## src/rtl/mean_window_feeder.sv

```systemverilog
// Window accumulator feeding a dividend/divisor pair to a downstream divider.
// Optional MEAN_FEED_STATS_EN adds win_count/sat_count.
module mean_window_feeder #(
  parameter int DATAWIDTH_IN  = 24,
  parameter int DATAWIDTH_OUT = 32,
  parameter int B_SHIFT       = 0
) (
  input  logic                            aclk,
  input  logic                            areset,
  input  logic [7:0]                      cfg_len,
  input  logic                            s_axis_tvalid,
  input  logic signed [DATAWIDTH_IN-1:0]  s_axis_tdata,
  input  logic                            s_axis_tlast,
  output logic                            m_axis_a_tvalid,
  output logic [DATAWIDTH_OUT-1:0]        m_axis_a_tdata,
  output logic                            m_axis_b_tvalid,
  output logic [7:0]                      m_axis_b_tdata,
  output logic                            sat_flag
`ifdef MEAN_FEED_STATS_EN
  ,
  output logic [15:0]                     win_count,
  output logic [15:0]                     sat_count
`endif
);

  localparam int AW = DATAWIDTH_IN + 8;
  localparam int SW = (AW > DATAWIDTH_OUT) ? AW : DATAWIDTH_OUT;
  localparam int DW = 9 + B_SHIFT;

  typedef enum logic {IDLE, ACCUM} state_t;

  state_t                     state;
  logic signed [AW-1:0]       acc;
  logic signed [AW-1:0]       acc_next;
  logic signed [AW-1:0]       sample_ext;
  logic [7:0]                 cnt;
  logic [7:0]                 cnt_next;
  logic [7:0]                 len_q;
  logic [7:0]                 len_eff;
  logic                       close;
  logic signed [SW-1:0]       acc_wide;
  logic [SW-DATAWIDTH_OUT:0]  acc_top;
  logic                       sat_a;
  logic [DATAWIDTH_OUT-1:0]   sum_sat;
  logic [DW-1:0]              div_wide;
  logic                       sat_b;
  logic [7:0]                 div_sat;
  logic                       pulse;

  always_comb begin
    sample_ext = AW'(s_axis_tdata);
    acc_next   = sample_ext;
    cnt_next   = 8'd1;
    len_eff    = cfg_len;
    // The window length is taken from cfg_len only on the opening sample.
    if (state == ACCUM) begin
      acc_next = acc + sample_ext;
      cnt_next = cnt + 8'd1;
      len_eff  = len_q;
    end

    close = s_axis_tvalid &&
            (s_axis_tlast || ((len_eff != 8'd0) && (cnt_next == len_eff)) || (cnt_next == 8'd255));

    // Sum fits the output iff all bits above the output sign bit match it.
    acc_wide = SW'(acc_next);
    acc_top  = acc_wide[SW-1:DATAWIDTH_OUT-1];
    sat_a    = !((&acc_top) || !(|acc_top));
    sum_sat  = acc_wide[DATAWIDTH_OUT-1:0];
    if (sat_a) begin
      sum_sat = acc_wide[SW-1] ? {1'b1, {(DATAWIDTH_OUT-1){1'b0}}}
                               : {1'b0, {(DATAWIDTH_OUT-1){1'b1}}};
    end

    div_wide = DW'(cnt_next) << B_SHIFT;
    sat_b    = |div_wide[DW-1:8];
    div_sat  = sat_b ? 8'hFF : div_wide[7:0];
  end

  always_ff @(posedge aclk) begin
    if (areset) begin
      state          <= IDLE;
      acc            <= '0;
      cnt            <= '0;
      len_q          <= '0;
      pulse          <= 1'b0;
      m_axis_a_tdata <= '0;
      m_axis_b_tdata <= '0;
      sat_flag       <= 1'b0;
    end else begin
      pulse    <= close;
      sat_flag <= close && (sat_a || sat_b);
      if (close) begin
        m_axis_a_tdata <= sum_sat;
        m_axis_b_tdata <= div_sat;
      end
      if (s_axis_tvalid) begin
        if (state == IDLE) len_q <= cfg_len;
        if (close) begin
          state <= IDLE;
          acc   <= '0;
          cnt   <= '0;
        end else begin
          state <= ACCUM;
          acc   <= acc_next;
          cnt   <= cnt_next;
        end
      end
    end
  end

  assign m_axis_a_tvalid = pulse;
  assign m_axis_b_tvalid = pulse;

`ifdef MEAN_FEED_STATS_EN
  always_ff @(posedge aclk) begin
    if (areset) begin
      win_count <= '0;
      sat_count <= '0;
    end else if (pulse) begin
      win_count <= win_count + 16'd1;
      if (sat_flag && (sat_count != 16'hFFFF)) sat_count <= sat_count + 16'd1;
    end
  end
`endif

endmodule

```

## config.mk

```make
export PLATFORM = sky130hd
export DESIGN_NAME = mean_window_feeder
export DESIGN_NICKNAME = d
export VERILOG_FILES = /design/src/rtl/mean_window_feeder.sv
export SDC_FILE = /design/constraint.sdc
export NUM_CORES = 1
export LEC_CHECK = 0
export BUFFER_PORTS_ARGS = -buffer_cell sky130_fd_sc_hd__buf_2
export CAP_MARGIN = 20
export CORE_MARGIN = 1.5
export CORE_UTILIZATION = 42
export CTS_BUF_LIST = sky130_fd_sc_hd__clkbuf_8
export CTS_CLUSTER_SIZE = 10
export DETAILED_ROUTE_END_ITERATION = 7
export PLACE_DENSITY = 0.74
export SLEW_MARGIN = 20
export SYNTH_ARGS = -nofsm -noshare
export SYNTH_HDL_FRONTEND = slang
export SYNTH_SLANG_ARGS = --single-unit
```

## constraint.sdc

```tcl
create_clock -name aclk -period 3.6 [get_ports aclk]
set_input_delay 0.72 -clock aclk [delete_from_list [all_inputs] [get_ports aclk]]
set_output_delay 0.72 -clock aclk [all_outputs]
set_load 0.05 [all_outputs]
```

==> run metrics, run 1 <==
FF+latch count, synth 90; Synth Warn # 0; # setup viols final 0; RSZ-0062 raised after global routing no; CTS Sinks 90; chip width 119.9 um; hold path startpoint m_axis_b_tdata[2]; CP Max Fanout 4; FF-to-FF End acc[17]; row cnt 42; final-report hold violation count 0; area delta synth->final 12.55%; P_leak 2.759 nW; post-synth top area cell dfxtp_1; I/O pin count a little under 80; sequential element share of the synthesized area a little under a third; post-synth top area share 31.38%; total of max-cap violations 0; Switch Pwr 788.1 uW; Top FF cell, synth dfxtp_1; VDD IR max between 0.0002 and 0.00025 V; die height 119.9 um; DRT Pass-1 Iters 5; hold path depth 2; root buf cell clkbuf_8; vias in the first global route 5141; setup bufs post-CTS 0; f_max 322.7 MHz; syn_nets ~790; switch share between 30% and 40%; status finished, final reports clean; endpoint arrival time on the critical path 3.42 ns; Final ANT Viol Nets 0; Resize count post-CTS 0; CTS tree done; Tmin final 3.099 ns; ant diodes 0; Distinct cells, synth between 60 and 70; Crit Path Class primary input to register; first-pass GRT wire length 24850 um; Worst-Skew Late Latency around 0.39 ns; synthesized area per cell 7.953 um2; clock skew around 0.0099 ns; Initial DRC Count 372; CTS Buf Count 9; largest net degree at the start of global routing 60; setup TNS 0 ns; # hold bufs at CTS 0; Total GRT Usage 21.45%; worst slack, placed 0.09731 ns; worst-margin pin slew around 0.76 ns; Min-Delay Endpoint m_axis_b_tdata[2]; Slew Limit Fails 0; DRC viols 0; Setup crit end kind register; Cell Area, Synth about 5700 um2; reg2reg path depth 9; most numerous cell in the Yosys netlist nand2_1; reg-to-reg slack, setup approximately 0.54 ns; r2r startpoint cnt[5]; Post-synth EDFFs 0; Slew HR 49.19%; initial antenna violation count 0; Reg clk slew, reported paths 0.09 ns; Port Buf Inserts 77; fraction of layout cells with a size suffix above 1 18.73%; total global routing overflow 0; Setup crit start kind primary input; H-tree depth 3; synthesized instance count 722; DP Wirelength around 11000 um; Pwr Density 370.0 nW/um2; asr flop ratio synth 0%; sequential share of power 45.0%; fin crit share a little under nine tenths; Vias approximately 5400; WL per Instance 15.56 um; Logic pwr share 24.2%; HP Class register to register; Total Nets Final 849; die area 14380 um2; Worst EP required 3.93 ns; DRT Wirelength 14950 um; Synth top cells by count nand2_1 (107), a21oi_1 (90), dfxtp_1 (90), nor2_1 (63), nand3_1 (33); Initial Utilization about 43%; top cells by area, synth dfxtp_1 (31%), a21oi_1 (7.8%), nand2_1 (7.0%), ha_1 (7.0%), nor2_1 (4.1%); worst-case clock buffer depth 2; Routability Congestion 0.8862; Total Power 2.391 mW; Core ar. 13300 um2; clock share of power a little under a third; drt via density around 5.6; post-route setup slack between 0.5 and 0.6 ns; Pint 1.603 mW
## critical path, stage by stage
cell and delay, ns:
buf_2 0.11, ha_1 0.22, fa_1 0.41, a21oi_1 0.24, o211ai_1 0.13, a221oi_1 0.25, buf_4 0.18, o21ai_0 0.11
o31ai_1 0.24, buf_4 0.17, nor3_1 0.05, nor4_1 0.31, o21ai_0 0.14, a21oi_1 0.17
## cells by family after synthesis
family,Yosys count,synth area share [%]
compound gates,201,23.58
buf+inv,63,5.164
flops,90,31.38
fa+ha+maj,33,7.322
mux,24,4.511
simple gates,277,22.42
xor+xnor,33,5.557
other cells,1,0.06531
## worst max path at each step
stage | startpoint | to | slack [ns] | depth (start not counted)
3_3_place_gp | s_axis_tdata[0] | acc[24] | 0.11 | 14
4_1_cts | s_axis_tdata[0] | acc[28] | 0.52 | 14
5_1_grt | s_axis_tdata[0] | m_axis_a_tdata[28] | 0.17 | 14
2_1_floorplan | s_axis_tdata[0] | m_axis_a_tdata[24] | 0.17 | 11
6_report | s_axis_tdata[0] | acc[28] | 0.50 | 14
3_5_place_dp | s_axis_tdata[0] | acc[24] | 0.1 | 14
## metal layers
metal	vias up	wire, um	GRT usage [%]
li1	2712	-	-
met5	-	0	0
met4	0	305	8.185
met2	147	7123	36.21
met3	16	804	2.757
met1	2540	6720	27.83
## registers in the layout, summed over array words and instances (netlist names)
signal           flops
acc                 32
cnt                  8
len_q                8
m_axis_a_tdata      32
m_axis_a_tvalid      1
m_axis_b_tdata       8
state                1
## stage by stage
stage / util, % / cells / hold slack, ns / instance area [um2]
global route: 48.61 / 961 / 0.4839 / 6462
global placement: 47.07 / 945 / 0.4391 / 6259
floorplan: - / 722 / 0.4312 / 5742
finish: 48.61 / 961 / 0.4524 / 6462
detailed placement: 47.07 / 945 / 0.4428 / 6259
CTS: 48.61 / 961 / 0.4550 / 6462
## layout by cell type, fill, tap and decap left out, types with 18 or more instances in the layout
master	Yosys	layout
nor2_1	63	63
a21oi_1	90	90
buf_4	5	18
a21o_1	22	22
dfxtp_1	90	89
nand3_1	33	33
nor3_1	22	22
ha_1	32	32
buf_2	2	76
nand2_1	107	107
## power groups by stage
stage	Combinational, mW	Sequential (mW)	Clock (mW)
5_1_grt	0.637	1.08	0.790
6_report	0.580	1.07	0.736
3_3_place_gp	0.571	1.10	0
4_1_cts	0.579	1.08	0.752
2_1_floorplan	0.359	1.17	0
3_5_place_dp	0.576	1.10	0
## layout make-up
class | count | area, um2
timing repair buffer | 95 | 535.5
fill | 1324 | 6833
multi-input combinational | 569 | 3643
sequential | 90 | 1803
clock buffer | 11 | 151.4
clock inverter | 5 | 52.55
tap | 176 | 220.2
inverter | 15 | 56.30
No activity file was read; power rests on OpenSTA's default activity.
==> run 2: changes to the inputs <==
==> constraint.sdc (replaced) <==
create_clock -name aclk -period 2.7 [get_ports aclk]
set_input_delay 0.54 -clock aclk [delete_from_list [all_inputs] [get_ports aclk]]
set_output_delay 0.54 -clock aclk [all_outputs]
set_load 0.05 [all_outputs]
==> run 2 against run 1 <==
Via count rose by 8.2%. Critical path depth shrank 4. Routed wire length increased by 11%. Cell area rose by 16%. Total power is 39% higher. Largest power group unchanged. Highest routed layer unchanged.
==> run metrics, run 2 (synthesized netlist as in run 1, its figures left out) <==
status finished, final reports clean; Slew HR between 40% and 50%; P_leak roughly 3.3 nW; Final Util between 50% and 60%; vias in the first global route 5346; Vias just under 6000; WL per Instance 15.82 um; setup TNS 0 ns; Worst-Skew Late Latency approximately 0.39 ns; reg-to-reg slack, setup 0.02 ns; CP Max Fanout 8; row cnt 42; clock skew roughly 0.014 ns; DRC viols 0; total global routing overflow 0; first-pass GRT wire length 25320 um; worst-margin pin slew 0.8497 ns; Crit. Startpoint cnt[4]; ant diodes 0; initial antenna violation count 0; Setup crit start kind register; Reg clk slew, reported paths 0.10 ns; CTS Sinks 90; Register Area roughly 1800 um2; I/O pin count 79; RSZ-0062 raised after global routing yes; f_max approximately 370 MHz; Total GRT Usage 21.96%; root buf cell clkbuf_8; Top Registers acc x32, m_axis_a_tdata x32; Port Buf Inserts 77; die area 14380 um2; # setup viols final 0; H-tree depth 3; total of max-cap violations 0; fraction of layout cells with a size suffix above 1 33.18%; area delta synth->final 30.62%; Total Nets Final 941; fillers 1222; Pwr Density 443.5 nW/um2; HP Class primary input to register; fin crit share 99.20%; Tmin final 2.678 ns; worst-case clock buffer depth 2; Routability Congestion 0.8966; die height 119.9 um; CTS tree done; commonest non-fill, non-tap cells in the layout nand2_1 (105), buf_4 (99), a21oi_1 (81); DP Wirelength 11460 um; # hold bufs at CTS 0; Initial DRC Count 337; largest net degree at the start of global routing 90; Total Power 3.326 mW; r2r startpoint cnt[4]; endpoint arrival time on the critical path 3.00 ns; Crit Path Class register to register; FF-to-FF End m_axis_a_tdata[20]; Initial Utilization 43.19%; drt via density 5.566; DRT Wirelength around 17000 um; Core ar. 13300 um2; reg2reg path depth 10; DRT Pass-1 Iters 5; Slew Limit Fails 0; chip width 119.9 um; crit path capture m_axis_a_tdata[20]; CTS Buf Count 9; Multi-input gate area roughly 3900 um2; Setup crit end kind register; final-report hold violation count 0; Worst EP required 3.02 ns; most common library cell in the layout ignoring fill and taps nand2_1; VDD IR max 0.0003211 V; Final ANT Viol Nets 0
==> run 2: cell types whose count changed in the layout (fill, tap and decap cells not counted), sizes merged <==
cell	delta
buf	+89
clkinv	+2
clkbuf	+1
==> run 2: worst min path at each step <==
| stage | startpoint | to | cells after the start |
|---|---|---|---|
| after CTS | cfg_len[2] | len_q[2] | 3 |
| after global placement | len_q[7] | len_q[7] | 2 |
| final | cfg_len[2] | len_q[2] | 3 |
| after global routing | cfg_len[7] | len_q[7] | 3 |
| after detailed placement | m_axis_a_tdata[8] | m_axis_a_tdata[8] | 2 |
| after floorplan | len_q[7] | len_q[7] | 2 |
==> run 2: repair_timing <==
action	in CTS	in global routing
endpoints found under the hold margin	0	0
gates cloned	0	4
gates resized for setup	12	47
endpoints found under the setup margin	21	41
buffers inserted	3	5
pin swaps	10	16
==> run 2: where the power goes <==
part           switching (mW)  internal, mW  leakage, nW
Combinational           0.560         0.390         2.44
Clock                   0.522         0.426       0.0990
Sequential             0.0406          1.39        0.742
==> run 2: stage by stage <==
| stage | std cells | hold slack [ns] | worst slack, ns | cell area (um2) |
|---|---|---|---|---|
| 3_5_place_dp | 1025 | 0.4430 | -0.4311 | 6934 |
| 2_1_floorplan | 722 | 0.4312 | -0.09106 | 5779 |
| 6_report | 1053 | 0.3995 | 0.02159 | 7500 |
| 4_1_cts | 1044 | 0.3720 | 0.005970 | 7184 |
| 3_3_place_gp | 1025 | 0.4378 | -0.3355 | 6934 |
| 5_1_grt | 1053 | 0.3845 | -0.1755 | 7500 |
==> run 2: final cells by class <==
type,instances,area share (%)
clock inverters,7,0.9343
inverters,15,0.7508
flip-flops and latches,90,24.29
repair buffers,187,17.92
multi-input cells,569,51.52
well taps,176,2.936
clock buffers,9,1.652
==> run 2: per-layer routing <==
layer | vias to the layer above | track usage, % | part of all wire (%)
li1 | 2891 | - | -
met1 | 2773 | 27.96 | 44
met2 | 168 | 36.00 | 48
met3 | 29 | 4.373 | 5.1
met4 | 0 | 9.524 | 2.1
met5 | - | 0 | 0
==> run 2: critical path, stage by stage, from the launching register on <==
cell and delay [ns]:
dfxtp_2 0.34, nand4_1 0.12, or4_4 0.51, a21o_1 0.19, a222oi_1 0.49, a31oi_4 0.24, nor2_8 0.19, buf_12 0.14
clkbuf_16 0.15, nor2_1 0.05, a211oi_2 0.17
==> run 3: changes to the inputs <==
--- a/config.mk
+++ b/config.mk
@@ -5,6 +5,7 @@
 export SDC_FILE = /design/constraint.sdc
 export NUM_CORES = 1
 export LEC_CHECK = 0
+export ABC_AREA = 1
 export BUFFER_PORTS_ARGS = -buffer_cell sky130_fd_sc_hd__buf_2
 export CAP_MARGIN = 20
 export CORE_MARGIN = 1.5
@@ -12,7 +13,7 @@
 export CTS_BUF_LIST = sky130_fd_sc_hd__clkbuf_8
 export CTS_CLUSTER_SIZE = 10
 export DETAILED_ROUTE_END_ITERATION = 7
-export PLACE_DENSITY = 0.74
+export PLACE_DENSITY = 0.71
 export SLEW_MARGIN = 20
 export SYNTH_ARGS = -nofsm -noshare
 export SYNTH_HDL_FRONTEND = slang
==> constraint.sdc (replaced) <==
create_clock -name aclk -period 3.3 [get_ports aclk]
set_input_delay 0.66 -clock aclk [delete_from_list [all_inputs] [get_ports aclk]]
set_output_delay 0.66 -clock aclk [all_outputs]
set_load 0.05 [all_outputs]
==> run 3 against run 2 <==
The flow now finishes with violations (design-rule violations). Flip-flop and latch count did not move. Critical path type unchanged. Critical endpoint is now m_axis_a_tdata[16]. Routed wire length is 8.8% higher. Clock skew rose by 0.0017 ns. Sequential power decreased by 19%. Cell count is 26% higher. Via count up 14%. Register-to-register slack better by 0.48 ns. Clock power fell by 16%.
==> run metrics, run 3 <==
initial antenna violation count 0; H-tree depth 3; Crit Path Class register to register; setup TNS 0 ns; total global routing overflow 0; simple-gate share of the synthesized area 42.80%; hold path depth 2; HP Class register to register; CTS tree done; Crit. Startpoint cnt[0]; complex-gate fraction of the synthesized area 8.969%; Setup crit end kind register; Worst-Skew Late Latency a little under 0.4 ns; area delta synth->final 10.31%; top cells by area, synth dfxtp_1 (28%), nand2_1 (27%), nand3_1 (8.1%), inv_1 (7.7%), ha_1 (6.3%); FF-to-FF End m_axis_a_tdata[16]; FF+latch count, synth 90; total of max-cap violations 0; Total GRT Usage 23.42%; Initial Utilization between 40% and 50%; Switch Pwr around 910 uW; post-synth top area cell dfxtp_1; Post-Synth XOR/XNOR Area 1.515%; GRT met3 Usage 3.823%; GR Util met2 38.91%; worst-case clock buffer depth 2; P_leak about 3.9 nW; die height 126.1 um; Top FF cell, synth dfxtp_1; CTS Sinks 90; Core ar. 14640 um2; Cells after DPL ~1300; # setup viols final 0; Initial DRC Count 389; # hold bufs at CTS 0; fin crit share 84.78%; DRC viols 2; Cell Area, Synth between 6000 and 7000 um2; DRT Wirelength 18120 um; commonest non-fill, non-tap cells in the layout nand2_1 (460), inv_1 (131), nand3_1 (103); Port Buf Inserts 77; Distinct cells, synth 33; grt met1 use 31.48%; Top Registers acc x32, m_axis_a_tdata x32; Tmin final 2.798 ns; Logic pwr share about a quarter; Synth top cells by count nand2_1 (460), inv_1 (131), nand3_1 (103), dfxtp_1 (90), a21oi_1 (74); mux cell area share after synthesis 0%; setup bufs post-CTS 0; Setup crit start kind register; Total Nets Final 1205; CP Max Fanout 40; r2r startpoint cnt[0]; hold path startpoint m_axis_a_tdata[5]; I/O pin count 79; sequential element share of the synthesized area 28.32%; Worst EP required 3.63 ns; syn_nets 1148; Min-Delay Endpoint m_axis_a_tdata[5]; Non-Filler Instances 1325; largest net degree at the start of global routing 52; most common library cell in the layout ignoring fill and taps nand2_1; DRT Pass-1 Iters 8; WL per Instance 13.68 um; violated checks design-rule violations; synthesized instance count 1079; drt via density 5.030; RSZ-0062 raised after global routing no; die area around 16000 um2; Synth Warn # 0; clock share of power 30.3%; Post-synth EDFFs 0; GR peak layer met2; f_max 357.4 MHz; VDD IR max ~0.00027 V; Slew Limit Fails 0; vias in the first global route 6041; Reg clk slew, reported paths 0.09 ns; Routability Congestion roughly 1.0; worst-margin pin slew 0.6854 ns; CTS Buf Count 9; endpoint arrival time on the critical path 3.12 ns; ant diodes 0; asr flop ratio synth 0%; row cnt 44; DP Wirelength 13590 um; Pwr Density 372.6 nW/um2; reg2reg path depth 14; most numerous cell in the Yosys netlist nand2_1; post-synth top area share 28.32%; synthesized area per cell between 5 and 6 um2; root buf cell clkbuf_8; status finished with violations; fraction of layout cells with a size suffix above 1 10.08%; Vias ~6700; Slew HR 54.02%; Post-Synth Adder-Cell Area 6.609%; final-report hold violation count 0; first-pass GRT wire length 30050 um; Resize count post-CTS 0; clock skew 0.01546 ns; sequential share of power 44.5%; Final ANT Viol Nets 0; largest family of logic cells by synthesized area simple AND/OR/NAND/NOR gates; reg-to-reg slack, setup approximately 0.50 ns; Pint 1.704 mW; switch share a little over a third; chip width 126.1 um
==> run 3: metrics by stage <==
| stage | cell area [um2] | hold slack, ns | worst slack (ns) | power (mW) | utilization [%] |
|---|---|---|---|---|---|
| final | 7017 | 0.4701 | 0.5023 | 2.614 | 47.92 |
| after global routing | 7017 | 0.4928 | 0.2524 | 2.768 | 47.92 |
| after CTS | 7017 | 0.4731 | 0.5050 | 2.640 | 47.92 |
| after detailed placement | 6814 | 0.4578 | 0.5022 | 1.842 | 46.53 |
| after global placement | 6814 | 0.4556 | 0.5575 | 1.838 | 46.53 |
| after floorplan | 6361 | 0.4491 | 0.8907 | 1.678 | - |
==> run 3: area by class of cell <==
type,count,area [um2]
fillers,1610,7627
multi-input cells,815,3814
flip-flops and latches,90,1802
inverters,135,510.5
repair buffers,85,457.9
well taps,184,230.2
clock buffers,10,137.6
clock inverters,6,65.06
==> run 3: worst max-delay path, stage by stage, from the launching register on <==
cell and delay (ns):
dfxtp_1 0.37, ha_1 0.27, nand2_1 0.10, nand2_1 0.05, nor2_1 0.29, nand3_1 0.12
nor3_1 0.17, nand3_1 0.10, nand2_1 0.07, inv_1 0.04, nand2_2 0.12, nand2_4 0.16
nor2_8 0.53, nand2_1 0.22, nand2_1 0.10
==> run 3: how the worst max path moves through the flow <==
| stage | endpoint | slack, ns | cells after the start |
|---|---|---|---|
| after floorplan | acc[14] | 0.89 | 13 |
| after global placement | m_axis_a_tdata[16] | 0.56 | 14 |
| after detailed placement | acc[14] | 0.50 | 14 |
| after CTS | m_axis_a_tdata[16] | 0.51 | 14 |
| after global routing | m_axis_a_tdata[16] | 0.25 | 15 |
| final | m_axis_a_tdata[16] | 0.50 | 14 |
==> run 3: layer usage <==
metal | share of wire (%) | wire length (um)
met4 | 1.7 | 314
met5 | 0 | 0
met1 | 49 | 8877
met3 | 5.0 | 901
met2 | 44 | 8028
==> run 3: logic make-up after synthesis <==
logic type | Yosys count
XOR/XNOR | 11
adder cells (fa/ha/maj) | 33
AO/OA/AOI/OAI | 109
AND/OR/NAND/NOR | 661
flip-flops | 90
other | 1
buffers and inverters | 174
==> run 3: power by group through the flow <==
stage / Sequential [mW] / Combinational (mW) / Clock, mW
global route: 1.17 / 0.735 / 0.864
CTS: 1.16 / 0.657 / 0.820
global placement: 1.19 / 0.651 / 0
finish: 1.16 / 0.658 / 0.793
detailed placement: 1.19 / 0.654 / 0
floorplan: 1.27 / 0.412 / 0
